[src/rtl/prbs_scrambler_par_pkg.sv]
// Shared constants and FSM state type for the parallel PRBS scrambler.
package prbs_pkg;

  localparam logic [14:0] PRBS15_TAPS = 15'h6000;
  localparam logic [14:0] PRBS15_SEED = 15'h4A80;

  localparam int BEAT_CNT_W = 16;

  typedef enum logic {
    IDLE,
    RUN
  } state_t;

endpackage

[src/rtl/prbs_scrambler_par_lfsr_step.sv]
// Combinational DATA_W-step unroll of a Fibonacci LFSR; keystream bit k is the
// feedback bit produced by step k.
module prbs_lfsr_step #(
  parameter int          LFSR_LEN = 15,
  parameter logic [31:0] TAPS     = 32'h0000_6000,
  parameter int          DATA_W   = 8
) (
  input  logic [LFSR_LEN-1:0] lfsr_in,
  output logic [DATA_W-1:0]   keystream,
  output logic [LFSR_LEN-1:0] lfsr_out
);

  localparam logic [LFSR_LEN-1:0] TAPS_M = TAPS[LFSR_LEN-1:0];

  logic [LFSR_LEN-1:0] s;
  logic                fb;

  always_comb begin
    s         = lfsr_in;
    fb        = 1'b0;
    keystream = '0;
    for (int k = 0; k < DATA_W; k++) begin
      fb           = ^(s & TAPS_M);
      keystream[k] = fb;
      s            = {s[LFSR_LEN-2:0], fb};
    end
    lfsr_out = s;
  end

endmodule

[src/rtl/prbs_scrambler_par.sv]
// Frame-aware parallel PRBS scrambler with valid/ready on both sides.
// Optional per-frame beat counter enabled by PRBS_SCRAMBLER_BEAT_CNT_EN.
module prbs_scrambler_par
  import prbs_pkg::*;
#(
  parameter int          LFSR_LEN = 15,
  parameter logic [31:0] TAPS     = 32'(PRBS15_TAPS),
  parameter logic [31:0] SEED     = 32'(PRBS15_SEED),
  parameter int          DATA_W   = 8
) (
  input  logic                  clk,
  input  logic                  reset,
  input  logic                  seed_load,
  input  logic [LFSR_LEN-1:0]   seed_in,
  input  logic                  bypass,
  input  logic                  s_valid,
  output logic                  s_ready,
  input  logic [DATA_W-1:0]     s_data,
  input  logic                  s_last,
  output logic                  m_valid,
  input  logic                  m_ready,
  output logic [DATA_W-1:0]     m_data,
  output logic                  m_last
`ifdef PRBS_SCRAMBLER_BEAT_CNT_EN
  ,
  output logic [BEAT_CNT_W-1:0] beat_cnt,
  output logic                  frame_done
`endif
);

  localparam logic [LFSR_LEN-1:0] SEED_M = SEED[LFSR_LEN-1:0];

  state_t              state, state_next;
  logic [LFSR_LEN-1:0] seed_reg;
  logic [LFSR_LEN-1:0] lfsr, lfsr_next;
  logic [LFSR_LEN-1:0] step_in, step_out;
  logic [DATA_W-1:0]   keystream;
  logic                accept;

  assign s_ready = !reset && (!m_valid || m_ready);
  assign accept  = s_valid && s_ready;
  assign step_in = (state == IDLE) ? seed_reg : lfsr;

  prbs_lfsr_step #(
    .LFSR_LEN (LFSR_LEN),
    .TAPS     (TAPS),
    .DATA_W   (DATA_W)
  ) u_step (
    .lfsr_in   (step_in),
    .keystream (keystream),
    .lfsr_out  (step_out)
  );

  // A bypassed frame-start beat still anchors the keystream at the seed.
  always_comb begin
    state_next = state;
    lfsr_next  = lfsr;
    if (accept) begin
      if (!bypass) begin
        lfsr_next = step_out;
      end else if (state == IDLE) begin
        lfsr_next = seed_reg;
      end
      state_next = s_last ? IDLE : RUN;
    end
  end

  always_ff @(posedge clk) begin
    if (reset) begin
      state    <= IDLE;
      seed_reg <= SEED_M;
      lfsr     <= SEED_M;
      m_valid  <= 1'b0;
      m_data   <= '0;
      m_last   <= 1'b0;
    end else begin
      state <= state_next;
      lfsr  <= lfsr_next;
      if (seed_load && (seed_in != '0)) begin
        seed_reg <= seed_in;
      end
      if (accept) begin
        m_valid <= 1'b1;
        m_data  <= bypass ? s_data : (s_data ^ keystream);
        m_last  <= s_last;
      end else if (m_ready) begin
        m_valid <= 1'b0;
      end
    end
  end

`ifdef PRBS_SCRAMBLER_BEAT_CNT_EN
  always_ff @(posedge clk) begin
    if (reset) begin
      beat_cnt   <= '0;
      frame_done <= 1'b0;
    end else begin
      frame_done <= accept && s_last;
      if (accept) begin
        if (s_last) begin
          beat_cnt <= '0;
        end else if (beat_cnt != '1) begin
          beat_cnt <= beat_cnt + 1'b1;
        end
      end
    end
  end
`endif

endmodule
[config.mk]
export PLATFORM = sky130hd
export DESIGN_NAME = prbs_scrambler_par
export DESIGN_NICKNAME = d
export VERILOG_FILES = /design/src/rtl/prbs_scrambler_par_pkg.sv /design/src/rtl/prbs_scrambler_par_lfsr_step.sv /design/src/rtl/prbs_scrambler_par.sv
export SDC_FILE = /design/constraint.sdc
export NUM_CORES = 1
export LEC_CHECK = 0
export ABC_AREA = 1
export BUFFER_PORTS_ARGS = -buffer_cell sky130_fd_sc_hd__buf_2
export CORE_MARGIN = 5
export CORE_UTILIZATION = 30
export DETAILED_ROUTE_END_ITERATION = 10
export PLACE_DENSITY = 0.59
export RECOVER_POWER = 25
export SLEW_MARGIN = 20
export SYNTH_ARGS = -nofsm -noshare
export SYNTH_HDL_FRONTEND = slang
export SYNTH_HIERARCHICAL = 1
export SYNTH_SLANG_ARGS = --single-unit
[constraint.sdc]
create_clock -name clk -period 2.1 [get_ports clk]
set_input_delay 0.315 -clock clk [delete_from_list [all_inputs] [get_ports clk]]
set_output_delay 0.315 -clock clk [all_outputs]
set_load 0.01 [all_outputs]
* Word level (Yosys, flattened, before mapping) *
Cells that the tools add are included.

cells by class
  $add $sub $neg = 0
  multipliers = 0
  div/mod/pow operators = 0
  order comparisons = 0
  equality and inequality tests = 0
  shift-type cells = 0
  mux-type cells = 6
  bitwise logic cells = 1
  reductions and logical operators = 16

operators with widths
  kind                 count
  15-bit parity        8
  15-bit two-way mux   2
  15-bit nonzero test  1
  8-bit two-way mux    1
  8-bit bitwise XOR    1
  1-bit logical AND    3
  1-bit two-way mux    3
  1-bit zero test      2
  2-bit nonzero test   1
  1-bit logical OR     1

word-level totals
  bits in registers = 41
  bits in latches = 0
  RAM bits = 0
  ROM bits = 0
  input port bits = 30
  word-level logic and storage cells = 29
  memories kept = 0

* Longest topological paths before layout *
  depth after elaboration = 5
  depth in mapped cells = 12

* Hierarchy *
Netlist, hierarchy kept.

by module, submodules not included
  module              times used  cells each  area an instance (sq um)  sequential area each (sq um)
  prbs_scrambler_par  1           276         1,989.4                   820.8
  prbs_lfsr_step      1           49          244.0                     0.0

* Worst setup path after synthesis *
Ideal clock, no wire load.

  kind = reg-to-reg
  start point = reg state
  end point = reg m_data[7]
  arrival = 1.340 ns
  required time = 1.979 ns
  path slack = 0.639 ns
  stages on the path, launching flop included = 11
  buffers on the path = 2
  cells stage by stage = dfxtp_1 > inv_2 > buf_6 > o21ai_2 > inv_1 > nand2_1 > nand2_1 > buf_4 > nand2_1 > xor2_1 > o21ai_0

on the way
  longest elaborated chain between the ends = 4

ends and longest elaborated chain
  item                      line                                RTL
  start: declaration        prbs_scrambler_par.sv:33            state_t state, state_next;
  start signal: assignment  prbs_scrambler_par.sv:77            state <= state_next;
  15-bit two-way mux        n/a
  via step_in[6]            prbs_scrambler_par.sv:36            logic [LFSR_LEN-1:0] step_in, step_out;
  15-bit parity             prbs_scrambler_par_lfsr_step.sv:23  fb = ^(s & TAPS_M);
  via u_step.fb             prbs_scrambler_par_lfsr_step.sv:16  logic fb;
  8-bit bitwise XOR         prbs_scrambler_par.sv:84            m_data <= bypass ? s_data : (s_data ^ keystream);
  8-bit two-way mux         prbs_scrambler_par.sv:84
  end signal: assignment    prbs_scrambler_par.sv:84
  end: declaration          prbs_scrambler_par.sv:22            output logic [DATA_W-1:0] m_data,

The timed path passes the listed nets, and every way through them passes these cells.
A chain may end at the register's enable or synchronous reset.

* Worst setup path after layout *
  start point = reg state
  end point = reg m_data[5]

on the way
  longest elaborated chain between the ends = 4

ends and longest elaborated chain
  item                line                                RTL
  15-bit two-way mux  n/a
  via step_in[9]      prbs_scrambler_par.sv:36
  15-bit parity       prbs_scrambler_par_lfsr_step.sv:23
  via keystream[5]    prbs_scrambler_par.sv:37            logic [DATA_W-1:0] keystream;
  8-bit bitwise XOR   prbs_scrambler_par.sv:84
  8-bit two-way mux   prbs_scrambler_par.sv:84

The timed path passes the listed nets, and every way through them passes these cells.

==> results.md <==
- Status: completed
- Maxcap violations: 0
- Ys Warns: 6
- Cell Pwr Density: 728 mW/mm^2
- Cell area after synthesis: around 0.0022 mm^2
- Vias in the first global route: 1802
- WP data arrival: 1.87 ns
- Max Freq: 593 MHz
- Avg Inst Size Synth: 6.87 um^2
- Drt first-iter violations: 96
- Antenna cell count: 0
- Clock Latency Late Sink: 0.31 ns
- Max IR drop VDD: about 0.00022 V
- Reg2reg start: state$_SDFFE_PP0P_
- Drt first pass iters: 4
- TritonCTS Buffers: 5
- Hpwl dp: about 3600 um
- Ratio of cells with drive above 1 in the final layout: 0.151
- Fin nets: approximately 370
- CTS Root Buffer Type: clkbuf_8
- Mapped Cells: 325
- DIE AREA: 0.00927 mm^2
- Clock sinks: 41
- DR vias: ~1.9k
- Leak pwr: approximately 1.2 nW
- Mux contribution to synthesized area: 0.0403
- Clock transition at the registers of the reported paths: 0.08 ns
- Final period utilization: 0.803
- Synthesis-stage register bit count: between 40 and 50
- Hold crit path type: in -> reg
- Post-CTS resize count: 0
- Vert. Die Dim: about 96 um
- Design area: 0.00244 mm^2
- Post-route setup TNS: 0 ns
- Hold path start: reset
- Final hold vios: 0
- H-tree depth: 2
- Worst Hold Path EP: m_last$_SDFFE_PP0P_
- Largest fanout on the critical path: 25
- Maximum clock path buffer count: 2
- Routed WL per cell: 11.0 um
- Worst Reg-to-Reg Cells: 9
- # DRC: 0
- Adder-cell share of the synthesized area: 0
- Clock period minus worst slack: 1.69 ns
- Gpl congestion: 0.887
- Relative slew slack: 0.457
- Largest family of logic cells by synthesized area: simple AND/OR/NAND/NOR gates
- Final ANT Viol Nets: 0
- Total power: 1.78 mW
- RR Endpoint: m_data[5]$_SDFFE_PP0P_
- Worst Tran Pin Value: 0.812 ns
- Sequential fraction of the synthesis area: 0.368
- Initial Util: 0.308
- Port buffer count: 40
- Gr usage total: 0.112
- Setup crit start kind: flip-flop
- Worst hold path cell count: 2
- First-pass GRT wire length: 8130 um
- Worst path required time: 2.28 ns
- Max Slew Vio Count: 0
- R2R Setup Slk: approximately 0.41 ns
- Die X-Extent: 96.3 um
- Initial antenna violation count: 0
- Area delta synth->final: 9.36%
- Finish-stage setup viols: 0
- Post-Synth Simple-Gate Area: 0.267
- Most frequent cells in the layout: 83 x nand2_1, 41 x dfxtp_1, 36 x inv_1
- Most common cell after layout, fill and taps aside: nand2_1
- Aggregate routed wire length: between 4000 and 5000 um
- Largest net degree at the start of global routing: 31
- CTS Hold Bufs: 0
- Xor-xnor portion of the synthesized cell area: 0.0314
- RSZ-0062 raised after global routing: no
- Fillers: 807
- Netlist cell types: 22
- Synth Area in Compound Gates: 0.133
- Vias per cell: approximately 4.3
- Clock Skew: 0.00870 ns
- CTS tree: yes
- Mapped Nets: 355
- DP Area: 0.00236 mm^2
- GR Overflow Total: 0
- # rows: 31
- Core Box Area: 0.00725 mm^2
- I/O pin count: 41
- WS Path Type: reg -> reg
- CP Capture Type: flip-flop
- Post-CTS Setup Repair Bufs: 0
-- cell usage after synthesis, drive strengths merged --
cell type | number | area (um^2)
clkbuf | 2 | 11.3
nand2 | 84 | 320
a21oi | 12 | 60.1
o22ai | 10 | 62.6
dfxtp | 41 | 821
o21ai | 29 | 175
nor2 | 34 | 130
xor2 | 8 | 70.1
inv | 37 | 139
buf | 29 | 205
mux2i | 9 | 90.1
clkinv | 1 | 3.75
nand3 | 29 | 145
-- metrics by stage --
| step | instances | util | hold WS (ns) | setup slack [ns] |
|---|---|---|---|---|
| floorplan | 325 | - | 0.384 | 0.639 |
| global placement | 436 | 0.326 | 0.446 | 0.492 |
| detailed placement | 436 | 0.326 | 0.451 | 0.454 |
| CTS | 444 | 0.339 | 0.217 | 0.436 |
| global route | 444 | 0.337 | 0.231 | 0.239 |
| finish | 444 | 0.337 | 0.226 | 0.415 |
-- area by class of cell --
type	count	area [um^2]	share of cell area
clock inverter	3	25.0	0.0102
tap	99	124	0.0507
multi-input combinational	215	1050	0.430
timing repair buffer	43	210	0.0861
sequential	41	821	0.336
inverter	38	143	0.0584
clock buffer	5	68.8	0.0282
-- cells by family after synthesis --
logic type / count (synthesis)
XOR/XNOR: 8
AO/OA/AOI/OAI: 51
buffers and inverters: 69
flip-flops: 41
multiplexers: 9
AND/OR/NAND/NOR: 147
-- worst max-delay path by stage --
stage	start	end	slack (ns)	cells past startpoint
floorplan	state$_SDFFE_PP0P_	m_data[7]$_SDFFE_PP0P_	0.64	10
global placement	state$_SDFFE_PP0P_	m_data[5]$_SDFFE_PP0P_	0.49	9
detailed placement	state$_SDFFE_PP0P_	m_data[5]$_SDFFE_PP0P_	0.45	9
CTS	state$_SDFFE_PP0P_	m_data[5]$_SDFFE_PP0P_	0.44	9
global route	state$_SDFFE_PP0P_	m_data[7]$_SDFFE_PP0P_	0.24	9
finish	state$_SDFFE_PP0P_	m_data[5]$_SDFFE_PP0P_	0.41	9
-- power breakdown --
group          switching (mW)  internal [mW]  total, mW
Sequential             0.0330          0.844      0.877
Combinational           0.223          0.135      0.358
Clock                   0.302          0.242      0.544
Total                   0.558           1.22       1.78
-- worst max-delay path: stages (launching register included) --
cell and delay (ns):
dfxtp_1 0.38, inv_2 0.36, nand2_1 0.11, nand2_1 0.17, inv_1 0.07, nand2_1 0.06, nand2_1 0.09, nand2_1 0.11
xor2_1 0.15, o21ai_0 0.08
-- per-layer routing --
layer  track usage  wire, um  vias to the layer above
met3        0.0281       349                        8
met5             0         0                        -
met4        0.0427        72                        0
li1              -         -                     1057
met1         0.158      2640                      810
met2         0.160      1830                       56
Power figures use the tool's default switching activity.
